**src/rtl/mdma_ram_fifo_pkg.sv**
```systemverilog
// Shared definitions for the MDMA RAM-backed FIFO controller.
package mdma_ram_fifo_pkg;

  localparam int DW    = 80;
  localparam int AW    = 9;
  localparam int DEPTH = 2 ** AW;

  // One output-buffer slot: RAM word plus the ECC flags that came with it.
  typedef struct packed {
    logic [DW-1:0] dat;
    logic          sbe;
    logic          dbe;
  } ob_ent_t;

endpackage

```
**src/rtl/mdma_ram_fifo_ob.sv**
```systemverilog
// Small shifting register FIFO that holds prefetched RAM words.
// Slot 0 is always the head, so the consumer sees a plain register.
module mdma_ram_fifo_ob
  import mdma_ram_fifo_pkg::*;
#(
  parameter int OB_D  = 4,
  parameter int CNT_W = $clog2(OB_D + 1)
) (
  input  logic             clk,
  input  logic             rst,
  input  logic             clr_i,
  input  logic             push_i,
  input  ob_ent_t          push_ent_i,
  input  logic             pop_i,
  output ob_ent_t          head_o,
  output logic [CNT_W-1:0] cnt_o
);

  ob_ent_t          ent_q [OB_D];
  ob_ent_t          ent_d [OB_D];
  logic [CNT_W-1:0] cnt_q;
  logic [CNT_W-1:0] cnt_d;
  logic [CNT_W-1:0] wr_idx_s;

  // Next-state: shift on pop, write the new word just above the surviving entries.
  always_comb begin
    ent_d    = ent_q;
    cnt_d    = cnt_q;
    wr_idx_s = cnt_q;
    if (clr_i) begin
      cnt_d = {CNT_W{1'b0}};
    end else begin
      case ({push_i, pop_i})
        2'b10: begin
          cnt_d = cnt_q + CNT_W'(1);
        end
        2'b01: begin
          for (int i = 0; i < OB_D - 1; i++) ent_d[i] = ent_q[i+1];
          cnt_d = cnt_q - CNT_W'(1);
        end
        2'b11: begin
          for (int i = 0; i < OB_D - 1; i++) ent_d[i] = ent_q[i+1];
          wr_idx_s = cnt_q - CNT_W'(1);
        end
        default: begin
          cnt_d = cnt_q;
        end
      endcase
      if (push_i) begin
        for (int i = 0; i < OB_D; i++) begin
          if (CNT_W'(i) == wr_idx_s) ent_d[i] = push_ent_i;
        end
      end else begin
        wr_idx_s = cnt_q;
      end
    end
  end

  // Storage and occupancy registers.
  always_ff @(posedge clk) begin
    if (rst) begin
      cnt_q <= {CNT_W{1'b0}};
      for (int i = 0; i < OB_D; i++) ent_q[i] <= '0;
    end else begin
      cnt_q <= cnt_d;
      ent_q <= ent_d;
    end
  end

  assign head_o = ent_q[0];
  assign cnt_o  = cnt_q;

endmodule

```
**src/rtl/mdma_ram_fifo_ctl.sv**
```systemverilog
// FIFO controller for an ECC-protected simple-dual-port RAM with a prefetch
// output buffer that hides the RAM read latency, plus ECC error statistics.
module mdma_ram_fifo_ctl
  import mdma_ram_fifo_pkg::*;
#(
  parameter int RD_LAT = 2,
  parameter int OB_D   = 4,
  parameter int CW     = 16
) (
  input  logic          clk,
  input  logic          rst,
  input  logic          flush,
  input  logic          in_vld,
  output logic          in_rdy,
  input  logic [DW-1:0] in_dat,
  output logic          out_vld,
  input  logic          out_rdy,
  output logic [DW-1:0] out_dat,
  output logic          out_sbe,
  output logic          out_dbe,
  output logic [AW-1:0] wadr,
  output logic          wen,
  output logic [DW-1:0] wdat,
  output logic          ren,
  output logic [AW-1:0] radr,
  input  logic [DW-1:0] rdat,
  input  logic          rsbe,
  input  logic          rdbe,
  output logic [AW+1:0] occ,
  output logic [CW-1:0] sbe_cnt,
  output logic [CW-1:0] dbe_cnt,
  output logic          err_pulse
);

  localparam int          OBC_W    = $clog2(OB_D + 1);
  localparam logic [AW:0] FULL_CNT = (AW + 1)'(DEPTH);

  logic [AW-1:0]     wptr_q, wptr_d;
  logic [AW-1:0]     rptr_q, rptr_d;
  logic [AW:0]       ram_cnt_q, ram_cnt_d;
  logic [OBC_W-1:0]  infl_q, infl_d;
  logic [RD_LAT-1:0] vpipe_q, vpipe_d;
  logic [CW-1:0]     sbe_cnt_q, sbe_cnt_d;
  logic [CW-1:0]     dbe_cnt_q, dbe_cnt_d;
  logic              err_pulse_q, err_pulse_d;

  logic              rdy_s, push_s, ren_s, ret_s, pop_s, vld_s;
  logic [OBC_W-1:0]  ob_cnt_s;
  logic [OBC_W:0]    ob_pend_s;
  ob_ent_t           ret_ent_s;
  ob_ent_t           head_s;

  function automatic logic [CW-1:0] sat_inc(input logic [CW-1:0] v);
    return (v == {CW{1'b1}}) ? v : v + CW'(1);
  endfunction

  // Handshake and read-issue decisions; OB slots already promised to in-flight reads count as used.
  always_comb begin
    ob_pend_s = {1'b0, ob_cnt_s} + {1'b0, infl_q};
    rdy_s     = ~rst & ~flush & (ram_cnt_q != FULL_CNT);
    push_s    = in_vld & rdy_s;
    ren_s     = ~rst & ~flush & (ram_cnt_q != {(AW + 1){1'b0}})
                & (ob_pend_s < (OBC_W + 1)'(OB_D));
    ret_s     = vpipe_q[RD_LAT-1];
    vld_s     = (ob_cnt_s != {OBC_W{1'b0}});
    pop_s     = vld_s & out_rdy & ~flush & ~rst;
    ret_ent_s = {rdat, rsbe, rdbe};
  end

  // Pointer, RAM-count, in-flight and read-latency pipe next state.
  always_comb begin
    wptr_d    = wptr_q;
    rptr_d    = rptr_q;
    ram_cnt_d = ram_cnt_q;
    infl_d    = infl_q;
    vpipe_d   = vpipe_q;
    if (flush) begin
      wptr_d    = {AW{1'b0}};
      rptr_d    = {AW{1'b0}};
      ram_cnt_d = {(AW + 1){1'b0}};
      infl_d    = {OBC_W{1'b0}};
      vpipe_d   = {RD_LAT{1'b0}};
    end else begin
      if (push_s) wptr_d = wptr_q + AW'(1);
      else        wptr_d = wptr_q;
      if (ren_s)  rptr_d = rptr_q + AW'(1);
      else        rptr_d = rptr_q;
      case ({push_s, ren_s})
        2'b10:   ram_cnt_d = ram_cnt_q + (AW + 1)'(1);
        2'b01:   ram_cnt_d = ram_cnt_q - (AW + 1)'(1);
        default: ram_cnt_d = ram_cnt_q;
      endcase
      case ({ren_s, ret_s})
        2'b10:   infl_d = infl_q + OBC_W'(1);
        2'b01:   infl_d = infl_q - OBC_W'(1);
        default: infl_d = infl_q;
      endcase
      vpipe_d[0] = ren_s;
      for (int i = 1; i < RD_LAT; i++) vpipe_d[i] = vpipe_q[i-1];
    end
  end

  // Error statistics: counters saturate and survive a flush.
  always_comb begin
    sbe_cnt_d   = sbe_cnt_q;
    dbe_cnt_d   = dbe_cnt_q;
    err_pulse_d = pop_s & (head_s.sbe | head_s.dbe);
    if (pop_s && head_s.sbe) sbe_cnt_d = sat_inc(sbe_cnt_q);
    else                     sbe_cnt_d = sbe_cnt_q;
    if (pop_s && head_s.dbe) dbe_cnt_d = sat_inc(dbe_cnt_q);
    else                     dbe_cnt_d = dbe_cnt_q;
  end

  // Control and statistics registers.
  always_ff @(posedge clk) begin
    if (rst) begin
      wptr_q      <= {AW{1'b0}};
      rptr_q      <= {AW{1'b0}};
      ram_cnt_q   <= {(AW + 1){1'b0}};
      infl_q      <= {OBC_W{1'b0}};
      vpipe_q     <= {RD_LAT{1'b0}};
      sbe_cnt_q   <= {CW{1'b0}};
      dbe_cnt_q   <= {CW{1'b0}};
      err_pulse_q <= 1'b0;
    end else begin
      wptr_q      <= wptr_d;
      rptr_q      <= rptr_d;
      ram_cnt_q   <= ram_cnt_d;
      infl_q      <= infl_d;
      vpipe_q     <= vpipe_d;
      sbe_cnt_q   <= sbe_cnt_d;
      dbe_cnt_q   <= dbe_cnt_d;
      err_pulse_q <= err_pulse_d;
    end
  end

  mdma_ram_fifo_ob #(
    .OB_D  (OB_D),
    .CNT_W (OBC_W)
  ) u_ob (
    .clk        (clk),
    .rst        (rst),
    .clr_i      (flush),
    .push_i     (ret_s),
    .push_ent_i (ret_ent_s),
    .pop_i      (pop_s),
    .head_o     (head_s),
    .cnt_o      (ob_cnt_s)
  );

  assign in_rdy    = rdy_s;
  assign wen       = push_s;
  assign wadr      = wptr_q;
  assign wdat      = in_dat;
  assign ren       = ren_s;
  assign radr      = rptr_q;
  assign out_vld   = vld_s;
  assign out_dat   = head_s.dat;
  assign out_sbe   = head_s.sbe;
  assign out_dbe   = head_s.dbe;
  assign occ       = (AW + 2)'(ram_cnt_q) + (AW + 2)'(infl_q) + (AW + 2)'(ob_cnt_s);
  assign sbe_cnt   = sbe_cnt_q;
  assign dbe_cnt   = dbe_cnt_q;
  assign err_pulse = err_pulse_q;

endmodule

```
**config.mk**
```make
export PLATFORM = sky130hd
export DESIGN_NAME = mdma_ram_fifo_ctl
export DESIGN_NICKNAME = d
export VERILOG_FILES = /design/src/rtl/mdma_ram_fifo_pkg.sv /design/src/rtl/mdma_ram_fifo_ob.sv /design/src/rtl/mdma_ram_fifo_ctl.sv
export SDC_FILE = /design/constraint.sdc
export NUM_CORES = 1
export LEC_CHECK = 0
export CAP_MARGIN = 30
export CORE_UTILIZATION = 45
export CTS_CLUSTER_DIAMETER = 50
export DETAILED_ROUTE_END_ITERATION = 8
export PLACE_DENSITY_LB_ADDON = 0.2
export SETUP_SLACK_MARGIN = 0.3
export SLEW_MARGIN = 20
export SYNTH_ARGS = -nofsm -noshare
export SYNTH_HDL_FRONTEND = slang
export SYNTH_HIERARCHICAL = 1
export SYNTH_SLANG_ARGS = --single-unit
```
**constraint.sdc**
```tcl
create_clock -name clk -period 3 [get_ports clk]
set_input_delay 0.3 -clock clk [delete_from_list [all_inputs] [get_ports clk]]
set_output_delay 0.3 -clock clk [all_outputs]
set_load 0.03 [all_outputs]
```
==> flow_summary.json <==
{
  "outcome": "complete, but fails checks",
  "failed_checks": "negative setup slack",
  "dp.cells": 2403,
  "post_synth.cell_area_avg_um2": 9.43,
  "syn_inst": 1895,
  "crit_chain": "fa_1 -> ha_2 -> inv_2 -> fa_2 -> nor2b_2 -> o21ai_2 -> nor2_2 -> nand3_2 -> xnor2_4 -> buf_6",
  "drt.antenna.violating_nets": 0,
  "slowest_delay_ns": 0.50,
  "synth_area_mm2": 0.0179,
  "finalWirelength_mm": 57.5,
  "cap_viol_max_count": 0,
  "synth_flop_cell": "dfxtp_1",
  "die_width_um": 201,
  "worstPathArrival_ns": 2.86,
  "clock.fmax_mhz": 316,
  "final_area_mm2": 0.0233,
  "clkLatencyLatePin_ns": 0.59,
  "critPathMaxFanout": 7,
  "synth_top_area_cell": "dfxtp_1",
  "route.vias.total": 15800,
  "yosysWarnings": 6,
  "area_growth_pct": 30.3,
  "grt_pass1_vias": 14800,
  "cts_tree": "yes",
  "hold_class": "in2reg",
  "rows": 72,
  "die_area_mm2": 0.0405,
  "ys_top_cells_by_count": "397 x dfxtp_1, 244 x and3_1, 231 x a221o_1",
  "placed_area_mm2": 0.0200,
  "drive_gt1_share_pct": 16.7,
  "skew_ns": 0.0221,
  "cts_buffers": 44,
  "route.detailed.drc": 0,
  "ir_drop_uv": 393,
  "drv_slew": 0,
  "finalWorstSetupSlack_ns": -0.161,
  "critPathLaunchType": "flop",
  "rsz0062_at_grt": "yes",
  "cp_num_buf_inv": 2,
  "antenna_found_initial": 3,
  "cp_top_family": "adder cells",
  "portBuffers": 234,
  "ios": 395,
  "drtIter0Drc": 1417,
  "syn_nets": 2093,
  "synth_top_area_share_pct": 44.5,
  "synth_seq_area_share_pct": 44.5,
  "power_density_mw_per_mm2": 500,
  "fin_crit_sh_pct": 105,
  "grt_overflow": 0,
  "synth_area_leaders": "dfxtp_1 44%, a221o_1 13%, and3_1 8.5%",
  "hold_ws_ns": 0.213,
  "core_mm2": 0.0389,
  "clkSinkCount": 397,
  "path_class": "reg2out",
  "crit_slowest_cell": "fa_1",
  "grt_max_degree": 62,
  "drt-wirelength-per-cell_um": 22.3,
  "clock-root-buffer": "clkbuf_16",
  "synthArstFlopShare_pct": 0,
  "synth_enable_flop_cells": 0,
  "crit_required_ns": 2.70,
  "final_cells": 2573,
  "vias_per_cell": 6.13,
  "clock_path_buffers": 3,
  "die_height_um": 201,
  "relSlewSlack_pct": 44.8,
  "start_util_pct": 45.9,
  "drt_first_pass_iters": 5,
  "synth_most_common_cell": "dfxtp_1",
  "track_usage_pct": 26.4,
  "clk_pin_slew_ns": 0.06,
  "gp_congestion": 0.822,
  "ys_ff_latch": 397,
  "endpoint_kind": "output pin",
  "nets": 2216,
  "cts_hold_buffers": 0,
  "hold_violations": 0,
  "finalSetupViolCount": 5,
  "fin_crit_ns": 3.16,
  "cts_max_level": 2,
  "dp_hpwl_mm": 31.3,
  "power.total_mw": 11.7,
  "grt_pass1_wl_mm": 85.7,
  "ys_types": 59,
  "tightest_slew_ns": 0.829,
  "p_leak_nw": 9.58
}
## per-stage QoR
step	setup WS (ns)	util, %	setup TNS, ns
after floorplan	-0.0196	-	-0.0196
after global placement	-0.151	51.4	-0.329
after detailed placement	-0.157	51.4	-0.473
after CTS	-0.193	58.3	-0.390
after global routing	-0.247	59.9	-3.42
final	-0.161	59.9	-0.336
## sequential cells by signal (all words and copies together) (netlist names)
name and cells:
sbe_cnt 16, vpipe_q 2, dbe_cnt 16, infl_q 3
u_ob/cnt_o 3, radr 9, u_ob/head_o 82, err_pulse 1
wadr 9, ram_cnt_q 10, u_ob/ent_q 246
## what timing repair did
action,CTS,global route
pin swaps,85,73
setup endpoints to repair,237,347
buffers inserted,37,19
resized for setup,126,40
cloned,17,14
## layout make-up
| type | count | area (µm²) |
|---|---|---|
| inverter | 56 | 213 |
| timing repair buffer | 404 | 4690 |
| antenna | 3 | 7.51 |
| sequential | 397 | 7970 |
| clock buffer | 57 | 1180 |
| fill | 3233 | 15600 |
| tap | 518 | 648 |
| clock inverter | 23 | 350 |
| multi-input combinational | 1115 | 8230 |
## cells by family (layout without fill, tap and decap cells)
group	after synthesis	after routing	synth area share [%]
and+or+nand+nor	536	536	16.9
AOI/OAI and AO/OA	485	485	20.9
DFF	397	397	44.5
buffers and inverters	383	540	12.1
xor gates and xnor gates	58	58	2.84
adders and majority gates	31	31	2.42
muxes	5	5	0.280
other	0	3	0
## routing by layer
layer / wire (µm) / track usage [%] / up-vias
li1: - / - / 7157
met1: 23600 / 35.1 / 7707
met2: 26700 / 41.1 / 758
met3: 4860 / 5.18 / 148
met4: 2290 / 12.0 / 0
met5: 0 / 0.476 / -
## path summary, 6_finish.rpt
path,end,slack [ns],cells past startpoint,start
worst min-delay path,err_pulse,0.21,4,rst
worst min register to register,vpipe_q[1],0.44,1,vpipe_q[0]
worst max register to register,u_ob/ent_q[214],0.02,10,u_ob/cnt_o[2]
worst max-delay path,occ[9],-0.16,10,u_ob/cnt_o[1]
## cell usage in the layout (no fill, tap or decap), types with 34 or more instances in the layout
master           netlist  final
buf_4                162     86
buf_12                 0     37
and3_1               244    234
xor2_1                35     34
o21ai_0              100     93
nand3_1              123    122
a21oi_1              105     97
clkbuf_16              0     54
nor2_1                72     68
inv_1                 56     51
clkdlybuf4s50_1        0    222
dfxtp_1              397    386
a221o_1              231    230
## worst min-delay path: cells and delay by family
kind / cells / cell delay [ns]
buffers and inverters: 1 / 0.10
AND/OR/NAND/NOR: 2 / 0.22
AO/OA/AOI/OAI: 1 / 0.10
## power breakdown
| part | switching [mW] | internal, mW |
|---|---|---|
| clock network | 2.33 | 3.42 |
| logic | 0.334 | 0.285 |
| registers | 0.00796 | 5.28 |
Power figures use the tool's default switching activity.
